[src/rtl/dmem_initiator_pkg.sv]
// dmem_initiator_pkg: shared types and codes for the data-memory initiator.
//   - FSM state encoding
//   - sign_mask size codes (byte / half / word)
//   - rsp_err codes
//   - the few rv32i constants the memory path relies on
package dmem_initiator_pkg;

  // rv32i basics
  localparam int         XLEN      = 32;
  localparam logic [6:0] OPC_LOAD  = 7'b0000011;
  localparam logic [6:0] OPC_STORE = 7'b0100011;

  typedef enum logic [2:0] {
    ST_IDLE    = 3'd0,
    ST_STROBE  = 3'd1,
    ST_WAIT_HI = 3'd2,
    ST_WAIT_LO = 3'd3,
    ST_RESP    = 3'd4
  } state_e;

  // sign_mask[2:0] size codes; sign_mask[3] selects sign extension
  localparam logic [2:0] SZ_BYTE = 3'b001;
  localparam logic [2:0] SZ_HALF = 3'b011;
  localparam logic [2:0] SZ_WORD = 3'b111;

  localparam logic [1:0] ERR_OK       = 2'b00;
  localparam logic [1:0] ERR_MISALIGN = 2'b01;
  localparam logic [1:0] ERR_TIMEOUT  = 2'b10;

endpackage

[src/rtl/dmem_initiator_if.sv]
// dmem_initiator_if: pipeline-request / memory-responder signal bundle.
//   master : the initiator (consumes req_*, mem_clk_stall, mem_read_data;
//            drives req_ready, mem_*, rsp_*)
//   slave  : the environment (pipeline + memory responder), opposite directions
interface dmem_initiator_if #(
  parameter int ADDR_W = 32
);
  import dmem_initiator_pkg::*;

  // pipeline request side
  logic              req_valid;
  logic              req_ready;
  logic              req_write;
  logic [ADDR_W-1:0] req_addr;
  logic [XLEN-1:0]   req_wdata;
  logic [3:0]        req_sign_mask;
  // memory responder side
  logic [ADDR_W-1:0] mem_addr;
  logic [XLEN-1:0]   mem_write_data;
  logic [3:0]        mem_sign_mask;
  logic              mem_memread;
  logic              mem_memwrite;
  logic              mem_clk_stall;
  logic [XLEN-1:0]   mem_read_data;
  // completion
  logic              rsp_valid;
  logic [XLEN-1:0]   rsp_rdata;
  logic [1:0]        rsp_err;

  modport master (
    input  req_valid, req_write, req_addr, req_wdata, req_sign_mask,
    input  mem_clk_stall, mem_read_data,
    output req_ready,
    output mem_addr, mem_write_data, mem_sign_mask, mem_memread, mem_memwrite,
    output rsp_valid, rsp_rdata, rsp_err
  );

  modport slave (
    output req_valid, req_write, req_addr, req_wdata, req_sign_mask,
    output mem_clk_stall, mem_read_data,
    input  req_ready,
    input  mem_addr, mem_write_data, mem_sign_mask, mem_memread, mem_memwrite,
    input  rsp_valid, rsp_rdata, rsp_err
  );

endinterface

[src/rtl/dmem_initiator_align_check.sv]
// dmem_align_check: combinational misalignment detector.
//   i_addr_lo     : byte address bits [1:0]
//   i_size        : sign_mask[2:0] size code
//   o_misaligned  : half on an odd address, or word not on a 4-byte boundary
// Unknown size codes are treated like bytes (never misaligned).
module dmem_align_check
  import dmem_initiator_pkg::*;
(
  input  logic [1:0] i_addr_lo,
  input  logic [2:0] i_size,
  output logic       o_misaligned
);

  always_comb begin
    o_misaligned = 1'b0;
    case (i_size)
      SZ_HALF: o_misaligned = i_addr_lo[0];
      SZ_WORD: o_misaligned = |i_addr_lo;
      default: o_misaligned = 1'b0;
    endcase
  end

endmodule

[src/rtl/dmem_initiator.sv]
// dmem_initiator: turns one pipeline load/store into a single-cycle strobe to
// a memory responder that signals busy via mem_clk_stall, then returns a
// one-cycle completion pulse.
//   clk, rst_n : clock, synchronous active-low reset
//   bus        : dmem_initiator_if.master (request, memory, response signals)
// Params: TIMEOUT_CYCLES - cycles allowed for stall to rise after the strobe
//         ADDR_W         - byte address width
module dmem_initiator
  import dmem_initiator_pkg::*;
#(
  parameter int TIMEOUT_CYCLES = 16,
  parameter int ADDR_W         = 32
) (
  input  logic                     clk,
  input  logic                     rst_n,
  dmem_initiator_if.master         bus
);

  localparam int CNT_W = (TIMEOUT_CYCLES > 1) ? $clog2(TIMEOUT_CYCLES) : 1;
  localparam logic [CNT_W-1:0] CNT_LAST = CNT_W'(TIMEOUT_CYCLES - 1);

  state_e            r_state;
  logic [CNT_W-1:0]  r_cnt;
  logic              r_write;
  logic [ADDR_W-1:0] r_addr;
  logic [XLEN-1:0]   r_wdata;
  logic [3:0]        r_mask;
  logic              r_memread;
  logic              r_memwrite;
  logic              r_rsp_valid;
  logic [XLEN-1:0]   r_rdata;
  logic [1:0]        r_err;

  logic              w_ready;
  logic              w_accept;
  logic              w_misaligned;

  // A busy responder blocks acceptance even in IDLE, so a request offered
  // while stall is high stays with the pipeline.
  assign w_ready  = (r_state == ST_IDLE) && !bus.mem_clk_stall;
  assign w_accept = bus.req_valid && w_ready;

  dmem_align_check u_align (
    .i_addr_lo   (bus.req_addr[1:0]),
    .i_size      (bus.req_sign_mask[2:0]),
    .o_misaligned(w_misaligned)
  );

  always_ff @(posedge clk) begin
    if (!rst_n) begin
      r_state     <= ST_IDLE;
      r_cnt       <= '0;
      r_write     <= 1'b0;
      r_addr      <= '0;
      r_wdata     <= '0;
      r_mask      <= '0;
      r_memread   <= 1'b0;
      r_memwrite  <= 1'b0;
      r_rsp_valid <= 1'b0;
      r_rdata     <= '0;
      r_err       <= ERR_OK;
    end else begin
      // strobes and the completion pulse are single-cycle by default
      r_memread   <= 1'b0;
      r_memwrite  <= 1'b0;
      r_rsp_valid <= 1'b0;
      case (r_state)
        ST_IDLE: begin
          if (w_accept) begin
            r_addr  <= bus.req_addr;
            r_wdata <= bus.req_wdata;
            r_mask  <= bus.req_sign_mask;
            r_write <= bus.req_write;
            r_rdata <= '0;
            if (w_misaligned) begin
              // reject without touching the memory
              r_state     <= ST_RESP;
              r_rsp_valid <= 1'b1;
              r_err       <= ERR_MISALIGN;
            end else begin
              r_state    <= ST_STROBE;
              r_memread  <= !bus.req_write;
              r_memwrite <= bus.req_write;
              r_err      <= ERR_OK;
            end
          end
        end
        ST_STROBE: begin
          r_state <= ST_WAIT_HI;
          r_cnt   <= '0;
        end
        ST_WAIT_HI: begin
          // a stall seen on the last allowed cycle still counts as in time
          if (bus.mem_clk_stall) begin
            r_state <= ST_WAIT_LO;
          end else if (r_cnt == CNT_LAST) begin
            r_state     <= ST_RESP;
            r_rsp_valid <= 1'b1;
            r_err       <= ERR_TIMEOUT;
          end else begin
            r_cnt <= r_cnt + 1'b1;
          end
        end
        ST_WAIT_LO: begin
          // once the responder has started, wait as long as it takes
          if (!bus.mem_clk_stall) begin
            r_state     <= ST_RESP;
            r_rsp_valid <= 1'b1;
            if (!r_write) r_rdata <= bus.mem_read_data;
          end
        end
        ST_RESP: begin
          r_state <= ST_IDLE;
          r_rdata <= '0;
          r_err   <= ERR_OK;
        end
        default: r_state <= ST_IDLE;
      endcase
    end
  end

  assign bus.req_ready      = w_ready;
  assign bus.mem_addr       = r_addr;
  assign bus.mem_write_data = r_wdata;
  assign bus.mem_sign_mask  = r_mask;
  assign bus.mem_memread    = r_memread;
  assign bus.mem_memwrite   = r_memwrite;
  assign bus.rsp_valid      = r_rsp_valid;
  assign bus.rsp_rdata      = r_rdata;
  assign bus.rsp_err        = r_err;

endmodule

[src/flat_wrapper.sv]
// flat-port wrapper written by rule: the top's interface ports become plain ports
module dmem_initiator_flat import dmem_initiator_pkg::*;
#(
  parameter int TIMEOUT_CYCLES = 16,
  parameter int ADDR_W         = 32
)
  (clk, rst_n, bus_req_valid, bus_req_write, bus_req_addr, bus_req_wdata, bus_req_sign_mask, bus_mem_clk_stall, bus_mem_read_data, bus_req_ready, bus_mem_addr, bus_mem_write_data, bus_mem_sign_mask, bus_mem_memread, bus_mem_memwrite, bus_rsp_valid, bus_rsp_rdata, bus_rsp_err);
  dmem_initiator_if #(.ADDR_W(ADDR_W)) bus_i ();
  input  logic clk;
  input  logic rst_n;
  input wire logic [$bits(bus_i.req_valid)-1:0] bus_req_valid;
  input wire logic [$bits(bus_i.req_write)-1:0] bus_req_write;
  input wire logic [$bits(bus_i.req_addr)-1:0] bus_req_addr;
  input wire logic [$bits(bus_i.req_wdata)-1:0] bus_req_wdata;
  input wire logic [$bits(bus_i.req_sign_mask)-1:0] bus_req_sign_mask;
  input wire logic [$bits(bus_i.mem_clk_stall)-1:0] bus_mem_clk_stall;
  input wire logic [$bits(bus_i.mem_read_data)-1:0] bus_mem_read_data;
  output wire logic [$bits(bus_i.req_ready)-1:0] bus_req_ready;
  output wire logic [$bits(bus_i.mem_addr)-1:0] bus_mem_addr;
  output wire logic [$bits(bus_i.mem_write_data)-1:0] bus_mem_write_data;
  output wire logic [$bits(bus_i.mem_sign_mask)-1:0] bus_mem_sign_mask;
  output wire logic [$bits(bus_i.mem_memread)-1:0] bus_mem_memread;
  output wire logic [$bits(bus_i.mem_memwrite)-1:0] bus_mem_memwrite;
  output wire logic [$bits(bus_i.rsp_valid)-1:0] bus_rsp_valid;
  output wire logic [$bits(bus_i.rsp_rdata)-1:0] bus_rsp_rdata;
  output wire logic [$bits(bus_i.rsp_err)-1:0] bus_rsp_err;
  assign bus_i.req_valid = bus_req_valid;
  assign bus_i.req_write = bus_req_write;
  assign bus_i.req_addr = bus_req_addr;
  assign bus_i.req_wdata = bus_req_wdata;
  assign bus_i.req_sign_mask = bus_req_sign_mask;
  assign bus_i.mem_clk_stall = bus_mem_clk_stall;
  assign bus_i.mem_read_data = bus_mem_read_data;
  assign bus_req_ready = bus_i.req_ready;
  assign bus_mem_addr = bus_i.mem_addr;
  assign bus_mem_write_data = bus_i.mem_write_data;
  assign bus_mem_sign_mask = bus_i.mem_sign_mask;
  assign bus_mem_memread = bus_i.mem_memread;
  assign bus_mem_memwrite = bus_i.mem_memwrite;
  assign bus_rsp_valid = bus_i.rsp_valid;
  assign bus_rsp_rdata = bus_i.rsp_rdata;
  assign bus_rsp_err = bus_i.rsp_err;
  dmem_initiator #(.TIMEOUT_CYCLES(TIMEOUT_CYCLES), .ADDR_W(ADDR_W)) u_core (.clk(clk), .rst_n(rst_n), .bus(bus_i));
endmodule
[config.mk]
export PLATFORM = sky130hd
export DESIGN_NAME = dmem_initiator_flat
export DESIGN_NICKNAME = d
export VERILOG_FILES = /design/src/rtl/dmem_initiator_pkg.sv /design/src/rtl/dmem_initiator_if.sv /design/src/rtl/dmem_initiator_align_check.sv /design/src/rtl/dmem_initiator.sv /design/src/flat_wrapper.sv
export SDC_FILE = /design/constraint.sdc
export NUM_CORES = 1
export LEC_CHECK = 0
export ABC_AREA = 1
export BUFFER_PORTS_ARGS = -buffer_cell sky130_fd_sc_hd__buf_4
export CAP_MARGIN = 30
export CORE_AREA = 5 5 101 103
export CTS_CLUSTER_SIZE = 16
export DETAILED_ROUTE_END_ITERATION = 8
export DIE_AREA = 0 0 106 108
export PLACE_DENSITY = 0.83
export SKIP_CTS_REPAIR_TIMING = 1
export SKIP_LAST_GASP = 1
export SYNTH_ARGS = -nofsm -noshare
export SYNTH_HDL_FRONTEND = slang
export SYNTH_HIERARCHICAL = 1
export SYNTH_SLANG_ARGS = --single-unit
[constraint.sdc]
create_clock -name clk -period 2.6 [get_ports clk]
set_input_delay 0.13 -clock clk [delete_from_list [all_inputs] [get_ports clk]]
set_output_delay 0.13 -clock clk [all_outputs]
set_load 0.05 [all_outputs]
# Word level (Yosys, flattened, before mapping)

Cells that the tools add are included.

Register bits: 113
Word-level logic and storage cells: 69
Output and inout port bits: 106
Bits of input ports: 105

Muxes and demuxes: 25
Reduce and logical (&&, ||, !) cells: 15
Bitwise logic cells: 3
Add/sub/neg operators: 1
Equal/unequal tests: 14

Operator list:

| kind                                                  | count |
|---|---|
| 2-to-1 mux 32 bit                                     | 3 |
| one-hot mux 32 bit (3 select lines)                   | 1 |
| 2-to-1 mux 3 bit                                      | 5 |
| one-hot mux 3 bit (4 select lines)                    | 1 |
| equality test 3 x 2 -> 1 bit, second input constant   | 3 |
| 2-to-1 mux 4 bit                                      | 2 |
| inequality test 2 bit, second input constant          | 4 |
| one-hot mux 4 bit (2 select lines)                    | 1 |
| AND reduction 4 bit                                   | 2 |
| equality test 3 bit, second input constant            | 2 |
| 2-to-1 mux 1 bit                                      | 6 |
| 2-to-1 mux 2 bit                                      | 3 |
| one-hot mux 2 bit (3 select lines)                    | 1 |
| AND reduction 3 bit                                   | 2 |
| nonzero test 3 bit                                    | 2 |
| adder 4 x 1 -> 4 bit, second input constant           | 1 |
| equality test 4 bit, second input constant            | 1 |
| inequality test 2 x 1 -> 1 bit, second input constant | 2 |
| OR reduction 4 bit                                    | 1 |
| equality test 3 x 1 -> 1 bit, second input constant   | 1 |
| zero test 3 bit                                       | 1 |
| inequality test 3 x 2 -> 1 bit, second input constant | 1 |
| NOT 1 bit                                             | 3 |
| one-hot mux 1 bit (3 select lines)                    | 1 |
| 6 further kinds                                       | 8 |

# Logic depth before layout (Yosys ltp)

Word-level depth: 5
Gate-level depth with buffers: 9
Mapped depth without buffers: 8

# Cells and area by module

Netlist, hierarchy kept.

By module, submodules not included:

| module           | cells each | area each (um2) | sequential area each (um2) | instances |
|---|---|---|---|---|
| dmem_initiator   | 587        | 4344.2          | 2262.2                     | 1 |
| dmem_align_check | 4          | 20.0            | 0.0                        | 1 |

# Least setup slack after synthesis

OpenSTA, ideal clock, no wires.

Path kind: register to output
Start point: reg u_core.r_state[0]
End point: out bus_req_ready
Cell stages (with the launch flop): 4
Slack: 1.246 ns
Arrival: 1.224 ns
Required time: 2.470 ns
Path buffers: 0
Path through: dfxtp_1 inv_2 nand3_1 nor2_1

Word-level cells in the longest chain between the ends: 2

Ends and longest elaborated chain:

| element                | RTL line             | source |
|---|---|---|
| from (decl)            | dmem_initiator.sv:22 | `state_e r_state;` |
| from (signal assigned) | dmem_initiator.sv:51 | `r_state <= ST_IDLE;` |
| from (signal assigned) | dmem_initiator.sv:77 | `r_state <= ST_RESP;` |
| from (signal assigned) | dmem_initiator.sv:81 | `r_state <= ST_STROBE;` |
| zero test 3 bit        | dmem_initiator.sv:40 | `assign w_ready = (r_state == ST_IDLE) && !bus.mem_clk_stall;` |
| logical AND 1 bit      | dmem_initiator.sv:40 |  |
| to (decl)              | flat_wrapper.sv:18   | `output wire logic [$bits(bus_i.req_ready)-1:0] bus_req_ready;` |

No other way between the ends.

# Worst setup path after layout

Start point: reg u_core.r_state[0]
End point: reg u_core.r_rdata[13], in the netlist u_core/bus.rsp_rdata[13]

Word-level cells in the longest chain between the ends: 5
Elaborated cells between the ends (all ways): 11
Those cells by class: eq/ne (5); mux (1); reduce/logical (5)

Ends and longest elaborated chain:

| element                                  | RTL line                                   | source |
|---|---|---|
| zero test 3 bit                          | dmem_initiator.sv:40, dmem_initiator.sv:67 |  |
| logical AND 1 bit                        | dmem_initiator.sv:40                       |  |
| logical AND 1 bit                        | dmem_initiator.sv:41                       | `assign w_accept = bus.req_valid && w_ready;` |
| inequality test 2 x 1 -> 1 bit (no line) | -                                          |  |
| AND reduction 4 bit (no line)            | -                                          |  |
| to (signal assigned)                     | dmem_initiator.sv:109                      | `if (!r_write) r_rdata <= bus.mem_read_data;` |
| to (decl)                                | dmem_initiator.sv:31                       | `logic [XLEN-1:0] r_rdata;` |

Parallel ways exist; a longest one is shown, timed or not.
A chain may end at the register's enable or synchronous reset.

==> flow_metrics.py <==
metrics = {
    "sta": {
        "tns_ns": 0,
        "timing.final.crit_share_pct": 75.7,
        "worstMarginPinSlew_ns": 0.636,
        "hold_ws_ns": 0.00800,
        "worst_clock_skew_ns": 0.0109,
        "period_needed_ns": 1.97,
        "final_hold_viol_count": 0,
        "slew_viol_final": 0,
        "maxSlewHeadroom_pct": 57.6,
        "finalSetupViolations": 0,
        "rsz0062_at_grt": "false",
        "max_clock_freq_mhz": 508,
    },
    "grt": {
        "antenna_found_initial": 1,
        "grt_max_degree": 71,
        "overflow": 0,
        "grt_pass1_vias": 4465,
        "grt_usage_pct": 22.6,
        "grt_pass1_wl_um": 21000,
    },
    "clock_tree": {
        "clk_pin_slew_worst_paths_ns": 0.06,
        "cts_buffer_depth": 2,
        "cts-root-buf": "clkbuf_8",
        "cts_made_buffers": 17,
        "htreeDepth": 4,
        "cts.sink_count": 113,
        "clkLatencyLatePin_ns": 0.50,
        "cts_tree": "built",
    },
    "floorplan": {
        "start_util_pct": 47.9,
        "core_um2": 9110,
        "rows": 35,
        "die_x_um": 106,
        "die-area_um2": 11400,
        "die_height_um": 108,
        "io-pin-count": 211,
    },
    "yosys": {
        "syn_area_um2": 4360,
        "ys_ff_latch": 113,
        "yosysSeqAreaShare_pct": 51.8,
        "synth_edf_count": 0,
        "syn_inst": 591,
        "synthesis.nets": 697,
        "ys_async_sr_fraction_pct": 0,
        "synth-main-ff-cell": "dfxtp_1",
        "syn_avg_cell_area_um2": 7.38,
        "synth_warnings": 6,
        "ys_types": 27,
    },
    "route": {
        "drt_iter0_markers": 354,
        "drtAntennaViolNets": 0,
        "drc": 0,
        "wl_per_cell_um": 17.0,
        "firstDrtPassIters": 6,
        "drt-total-wl_um": 17200,
        "viasPerCell": 5.29,
        "num_vias": 5350,
    },
    "worst_setup_path": {
        "critPathLaunch": "u_core/r_state[0]",
        "crit_required_ns": 2.99,
        "cpMaxStageDelayCell": "buf_4",
        "cp-start-kind": "register",
        "r2r-start": "u_core/r_state[0]",
        "cpPeakStageDelay_ns": 0.50,
        "crit_type": "register to register",
        "end_kind": "register",
        "critical_path.cell_chain": "inv_2 -> nand2_2 -> nor2_1 -> o21ai_4 -> nand3_2 -> buf_4 -> nand2_1 -> nand2_1 -> nor2_1",
        "path_max_fanout": 59,
        "crit_arrival_ns": 2.36,
    },
    "pwr": {
        "pwr_density_cell_nw_per_um2": 1210,
        "clock_power_share_pct": 25.9,
        "sw_frac_of_total_pct": 45.7,
        "power.internal_mw": 4.95,
        "p_comb_share_pct": 47.0,
        "power_frac_seq_pct": 27.1,
        "p_leak_nw": 3.68,
        "power.switching_mw": 4.17,
        "max-vdd-ir-drop_uv": 703,
    },
    "placement": {
        "port_buffers": 210,
        "place_inst": 882,
        "gp_congestion": 0.806,
        "hpwl_um": 9310,
    },
    "outcome": {
        "status": "finished, final reports clean",
    },
    "layout": {
        "final_util_pct": 82.8,
        "register_area_um2": 2260,
        "fin_nets": 992,
        "drive_gt1_share_pct": 29.8,
        "area_growth_pct": 72.7,
        "finalNonFillerCells": 1011,
        "n_fill_cell": 494,
        "multi_input_area_um2": 1780,
    },
    "job": {
        "maxCapViolCount": 0,
    },
    "min_path": {
        "hold_start": "bus_mem_read_data[16]",
        "hp-class": "input pin to register",
    },
}
[worst max-delay path: cells and delay by family, from the launching register on]
kind	cells	cell delay (ns)
and+or+nand+nor	6	0.76
buffers and inverters	2	0.61
DFF	1	0.36
AOI/OAI and AO/OA	1	0.14
[synthesized netlist by cell type (2+ instances only)]
library cell,number,area [um^2]
nor2_1,180,676
dfxtp_1,113,2260
nand2_1,82,308
o21ai_0,64,320
inv_1,40,150
a21oi_1,29,145
clkbuf_1,18,67.6
nand3_1,12,60.1
a21oi_2,11,96.3
buf_2,11,55.1
nand4_1,5,31.3
o21ai_1,5,25.0
inv_2,3,11.3
a31oi_1,2,12.5
buf_1,2,7.51
buf_6,2,22.5
clkbuf_2,2,10.0
[through the flow]
step / total power, mW / setup slack [ns] / instance area (um^2)
2_1_floorplan: 5.37 / 1.25 / 4360
3_3_place_gp: 6.34 / 0.743 / 5950
3_5_place_dp: 6.48 / 0.777 / 5970
4_1_cts: 8.85 / 0.757 / 6580
5_1_grt: 9.53 / 0.556 / 7540
6_report: 9.12 / 0.631 / 7540
[path summary, 6_finish.rpt]
kind	endpoint	slack [ns]	depth (start not counted)
max	u_core/bus.rsp_rdata[13]	0.63	9
min	u_core/bus.rsp_rdata[16]	0.008	5
max reg2reg	u_core/bus.rsp_rdata[13]	0.63	9
min reg2reg	u_core/bus.rsp_rdata[0]	0.46	2
[state kept, by name (all words and copies together) (netlist names)]
| signal | count |
|---|---|
| u_core/bus.mem_addr | 32 |
| u_core/bus.mem_write_data | 32 |
| u_core/bus.rsp_rdata | 32 |
| u_core/bus.mem_sign_mask | 4 |
| u_core/r_cnt | 4 |
| u_core/r_state | 3 |
| u_core/bus.rsp_err | 2 |
| u_core/bus.mem_memread | 1 |
| u_core/bus.mem_memwrite | 1 |
| u_core/bus.rsp_valid | 1 |
| u_core/r_write | 1 |
[cell families (layout without fill, tap and decap cells)]
logic type / count (synthesis) / count (layout) / synth area share, %
AND/OR/NAND/NOR: 284 / 284 / 25.8
AO/OA/AOI/OAI: 114 / 114 / 14.5
adder cells (fa/ha/maj): 1 / 1 / 0.287
XOR/XNOR: 1 / 1 / 0.201
other: 0 / 1 / 0
buffers and inverters: 78 / 386 / 7.43
flip-flops: 113 / 113 / 51.8
[power by group through the flow]
stage	combinational (mW)	clock, mW	sequential, mW
after CTS	4.03	2.38	2.44
after detailed placement	4.01	0	2.47
final	4.28	2.36	2.47
after global routing	4.55	2.47	2.52
after floorplan	1.47	0	3.90
after global placement	3.90	0	2.44
[cell usage in the layout, fill, tap and decap left out, drive strengths merged]
cell type    synthesis  final
ha                   1      1
o211ai               1      1
nor3                 2      2
inv                 43     48
o21ai               71     71
xor2                 1      1
nand2               83     83
clkinvlp             0      4
buf                 15    215
nor2               180    180
clkinv               0      2
nor4                 1      1
dlygate4sd3          0     96
a21oi               40     40
bufinv               0      3
clkbuf              20     18
diode                0      1
a31oi                2      2
nand3               13     13
dfxtp              113    113
nand4                5      5
[final cells by class]
cell class / instances / share of cell area [%]
Inverter: 43 / 2.14
Tap cell: 111 / 1.84
Sequential cell: 113 / 30.0
Timing Repair Buffer: 311 / 34.3
Antenna cell: 1 / 0.0332
Multi-Input combinational cell: 400 / 23.6
Clock inverter: 14 / 2.36
Clock buffer: 18 / 5.68
[routing by layer]
metal  GRT usage, %  part of all wire [%]
met3           11.2                    11
met1           25.5                    36
met2           37.9                    50
met5              0                 0.076
met4           6.85                   2.5
(Power assumes the default switching activity.)
